File: src/rtl/pip_wb_regfile.sv
// Write-back stage: selects the MEM/WB result, commits it to the 32x32 integer
// register file, and serves two decode read ports with same-cycle bypass.
// Optional retire counter enabled by defining WB_RETIRE_CNT_EN.
module pip_wb_regfile #(
  parameter int unsigned XLEN  = 32,
  parameter int unsigned NREGS = 32
) (
  input  logic                     clk,
  input  logic                     rst_n,
  input  logic [XLEN-1:0]          alu_out_p,
  input  logic [XLEN-1:0]          dmem_out_p,
  input  logic                     wb_sel_p,
  input  logic [$clog2(NREGS)-1:0] rd_p,
  input  logic                     rdEn_p,
  input  logic [$clog2(NREGS)-1:0] rs1,
  input  logic [$clog2(NREGS)-1:0] rs2,
`ifdef WB_RETIRE_CNT_EN
  input  logic                     retire_clr,
  output logic [31:0]              retire_cnt,
`endif
  output logic [XLEN-1:0]          rdata1,
  output logic [XLEN-1:0]          rdata2,
  output logic [XLEN-1:0]          wb_data,
  output logic                     wb_valid
);

  localparam int unsigned AW = $clog2(NREGS);

  logic [XLEN-1:0] regs [NREGS];

  assign wb_data  = wb_sel_p ? dmem_out_p : alu_out_p;
  assign wb_valid = rdEn_p && (rd_p != AW'(0));

  // x0 is excluded by wb_valid, so entry 0 keeps its reset value forever
  always_ff @(posedge clk or negedge rst_n) begin
    if (!rst_n) begin
      for (int i = 0; i < int'(NREGS); i++) begin
        regs[i] <= '0;
      end
    end else if (wb_valid) begin
      regs[rd_p] <= wb_data;
    end
  end

  // Reads return 0 while reset is held, even if a bypass candidate is present
  always_comb begin
    rdata1 = '0;
    rdata2 = '0;
    if (rst_n && (rs1 != AW'(0))) begin
      rdata1 = (wb_valid && (rd_p == rs1)) ? wb_data : regs[rs1];
    end
    if (rst_n && (rs2 != AW'(0))) begin
      rdata2 = (wb_valid && (rd_p == rs2)) ? wb_data : regs[rs2];
    end
  end

`ifdef WB_RETIRE_CNT_EN
  // Clear has priority over increment; wraps naturally at 32 bits
  always_ff @(posedge clk or negedge rst_n) begin
    if (!rst_n) begin
      retire_cnt <= '0;
    end else if (retire_clr) begin
      retire_cnt <= '0;
    end else if (wb_valid) begin
      retire_cnt <= retire_cnt + 32'd1;
    end
  end
`endif

endmodule
File: config.mk
export PLATFORM = sky130hd
export DESIGN_NAME = pip_wb_regfile
export DESIGN_NICKNAME = d
export VERILOG_FILES = /design/src/rtl/pip_wb_regfile.sv
export SDC_FILE = /design/constraint.sdc
export NUM_CORES = 2
export LEC_CHECK = 0
export ABC_AREA = 0
export CAP_MARGIN = 0
export CORE_MARGIN = 2
export CORE_UTILIZATION = 55
export DETAILED_ROUTE_END_ITERATION = 7
export GPL_ROUTABILITY_DRIVEN = 0
export HOLD_SLACK_MARGIN = 0.06
export PLACE_DENSITY = 0.73
export SLEW_MARGIN = 10
export SYNTH_ARGS = -nofsm -noshare
export SYNTH_HDL_FRONTEND = slang
export SYNTH_SLANG_ARGS = --single-unit
File: constraint.sdc
create_clock -name clk -period 4.36 [get_ports clk]
set_clock_uncertainty 0.1 [all_clocks]
set_input_delay 0.654 -clock clk [delete_from_list [all_inputs] [get_ports clk]]
set_output_delay 0.654 -clock clk [all_outputs]
set_load 0.01 [all_outputs]
==> flow_metrics.tcl <==
set metrics [dict create \
    antenna_found_initial 5 \
    relSlewSlack 0.2578 \
    status "finished, final reports clean" \
    clockPowerShare 0.329 \
    ioPinCount 180 \
    synth-edff-count 0 \
    grtUsageTotal 0.3563 \
    drt-initial-drc-count 5378 \
    p_leak_nw 26.40 \
    largestRegisters "regs (1024)" \
    cp_max_fo 31 \
    clk_latency_ns 0.70 \
    slew_viol_final 0 \
    async_flop_share 1.000 \
    wl_per_cell_microns 27.87 \
    slowest_stage "clkdlybuf4s50_1" \
    rows 114 \
    die_area_sq_um 99760 \
    crit_family "buffers and inverters" \
    regMostFlops "regs" \
    grt_pass1_wl_mm 265.7 \
    p_switching_mw 8.857 \
    vias 43220 \
    min_to "regs[1015]" \
    ant_nets 0 \
    setup-violations-final 0 \
    max_freq_mhz 232.1 \
    hold_violations 0 \
    worst_slack_ns 0.05130 \
    ys_types 38 \
    postCtsSetupRepairBufs 0 \
    largest_reg_flops 1024 \
    cts_tree "done" \
    cp_common_cell "clkdlybuf4s50_1" \
    combPwrFrac 0.221 \
    wl_mm 176.8 \
    rsz0062_at_grt "no" \
    ys_warn_count 0 \
    synthFlopType "dfrtp_1" \
    crit_path_cell_trace "clkdlybuf4s50_1 > xnor2_1 > nand4_1 > o211ai_1 > buf_12 > a21oi_1 > buf_4 > a211o_1 > clkdlybuf4s50_1" \
    yosysSeqAreaShare 0.4791 \
    cp.buffers_inverters 4 \
    period_minus_slack_ns 4.309 \
    critPathLaunchType "input port" \
    ys_ff_latch 1024 \
    clkSlewWorstSetupHoldPaths_ns 0.06 \
    slowest_delay_ns 0.67 \
    syn_avg_cell_area_sq_um 10.66 \
    critPathCaptureType "primary output" \
    p_per_area_nw_per_um2 478.3 \
    setup-tns-final_ns 0 \
    cts.path.max_buffers 3 \
    hold_start "regs[1015]" \
    coreArea_sq_um 96570 \
    root_buffer "clkbuf_16" \
    grt_max_degree 172 \
    arrival_ns 3.55 \
    r2r_setup_slack_ns 3.47 \
    start_util 0.5539 \
    r2r_cells 2 \
    area_delta_synth_final_pct 14.09 \
    port_buffers 179 \
    netlist_area_sq_um 53490 \
    dieWidth_microns 315.9 \
    worst_pin_slew_ns 1.113 \
    nNetsFinal 5064 \
    antennaDiodeCount 0 \
    drc_errors 0 \
    dp_slack_ns 0.1503 \
    grt_overflow_total 0 \
    worstPathRequired_ns 3.61 \
    drv_cap 0 \
    grt_pass1_vias 42900 \
    cts_buffers 107 \
    via_per_inst 6.813 \
    hold_depth 0 \
    switching_share 0.3034 \
    p_int_mw 20.33 \
    dp_hpwl_mm 105.0 \
    irDropWorstVdd_mv 0.3729 \
    critical_path_class "in2out" \
    holdCritPathClass "reg2reg" \
    drt_pre_antenna_iters 8 \
    period_share 0.9882 \
    r2r-end "regs[947]" \
    die_y_microns 315.9 \
    syn_inst 5020 \
    postSynthNetCount 5103 \
    r2r_start "regs[947]" \
    pwr-share-seq 0.450 \
    clock-sinks 1024 \
    layout-drive-gt1-share 0.1661 \
    cts_max_level 3 \
]
-- cells in the mapped netlist, types with 2 or more instances --
| cell type | instances | area share |
|---|---|---|
| a211o_1 | 63 | 0.010 |
| o211ai_1 | 2 | 0.00028 |
| nand3b_1 | 3 | 0.00042 |
| buf_6 | 9 | 0.0019 |
| buf_4 | 24 | 0.0034 |
| a221oi_1 | 160 | 0.026 |
| inv_1 | 38 | 0.0027 |
| a22oi_1 | 98 | 0.014 |
| mux4_2 | 354 | 0.15 |
| o21ai_0 | 544 | 0.051 |
| or2_2 | 2 | 0.00023 |
| nor2_1 | 527 | 0.037 |
| nor3_1 | 4 | 0.00037 |
| nor4_1 | 3 | 0.00035 |
| xnor2_1 | 8 | 0.0013 |
| nor3b_1 | 5 | 0.00070 |
| o21bai_1 | 31 | 0.0044 |
| xor2_1 | 2 | 0.00033 |
| buf_2 | 121 | 0.011 |
| a211oi_1 | 63 | 0.0088 |
| nand2_1 | 498 | 0.035 |
| clkbuf_1 | 384 | 0.027 |
| buf_1 | 9 | 0.00063 |
| a21oi_1 | 607 | 0.057 |
| dfrtp_1 | 1024 | 0.48 |
| nor2b_1 | 35 | 0.0041 |
| nand4_1 | 2 | 0.00023 |
| mux2i_1 | 380 | 0.071 |
| nand3_1 | 2 | 0.00019 |
| nor2_2 | 10 | 0.0012 |
-- layer usage --
layer	track usage	wire [microns]	vias up
li1	-	-	18260
met1	0.4856	67120	21670
met2	0.5385	79640	2722
met4	0.1647	8895	8
met3	0.09583	21100	560
met5	0	52	-
-- worst reg2reg max path, stage by stage, from the launching register on --
cell	delay, ns
dfrtp_1	0.41
nand2_1	0.06
o21ai_0	0.14
-- cell usage in the layout (no fill, tap or decap), drive strengths merged, types with 3 or more instances in the layout --
master / n
o21ai: 544
nor3b: 5
nor2b: 35
nand2: 498
nand3b: 3
mux2i: 380
dfrtp: 1024
o21bai: 31
a211o: 63
a21oi: 607
a221oi: 160
inv: 44
a22oi: 98
clkinv: 22
nor2: 537
buf: 227
bufinv: 9
nor3: 4
mux4: 354
clkinvlp: 9
clkbuf: 152
clkdlybuf4s50: 167
xnor2: 8
a211oi: 63
nor4: 3
dlymetal6s2s: 3
-- worst max path at each step --
stage	startpoint	end	slack, ns	cells past startpoint
after floorplan	rs1[0]	rdata1[10]	1.32	7
after detailed placement	rd_p[0]	rdata1[24]	0.15	9
after global placement	rd_p[0]	rdata1[24]	0.17	9
after CTS	rd_p[0]	rdata1[24]	0.12	9
final	rd_p[2]	rdata1[24]	0.05	9
after global routing	rs1[2]	rdata1[8]	0.007	9
-- metrics by stage --
step                instance area (sq um)  hold WS (ns)    util  power (mW)  instances
floorplan                           53490        0.2584       -       17.24       5020
global placement                    57320        0.2810  0.5936       19.21       6147
detailed placement                  57320        0.2844  0.5936       19.56       6147
CTS                                 61020        0.2838  0.6319       29.09       6344
global route                        61020        0.3115  0.6320       30.41       6344
finish                              61020        0.3002  0.6320       29.19       6344
-- layout make-up --
class,instances,area (sq um)
Clock inverter,45,528.0
Sequential cell,1024,25620
Fill cell,7491,35540
Timing Repair Buffer,399,4272
Clock buffer,151,3156
Tap cell,1276,1597
Inverter,39,146.4
Multi-Input combinational cell,3410,25700
-- cell families (layout without fill, tap and decap cells) --
family,after synthesis,after routing,share of synthesized area
compound gates,1572,1572,0.1721
simple gates,1094,1094,0.08009
buf+inv,586,634,0.04690
mux,734,734,0.2202
flops,1024,1024,0.4791
xor+xnor,10,10,0.001638
-- power by group through the flow --
stage                     logic, mW  clock network [mW]  registers (mW)
after global routing           7.06                10.0            13.3
after CTS                      6.41                9.62            13.1
after floorplan                4.52                   0            12.7
final                          6.46                9.59            13.1
after global placement         6.18                   0            13.0
after detailed placement       6.36                   0            13.2
-- what timing repair did --
action,in CTS,in global routing
endpoints found under the setup margin,0,2
endpoints found under the hold margin,19,0
hold buffers,1,0
gates resized for setup,0,3
Power figures use the tool's default switching activity.
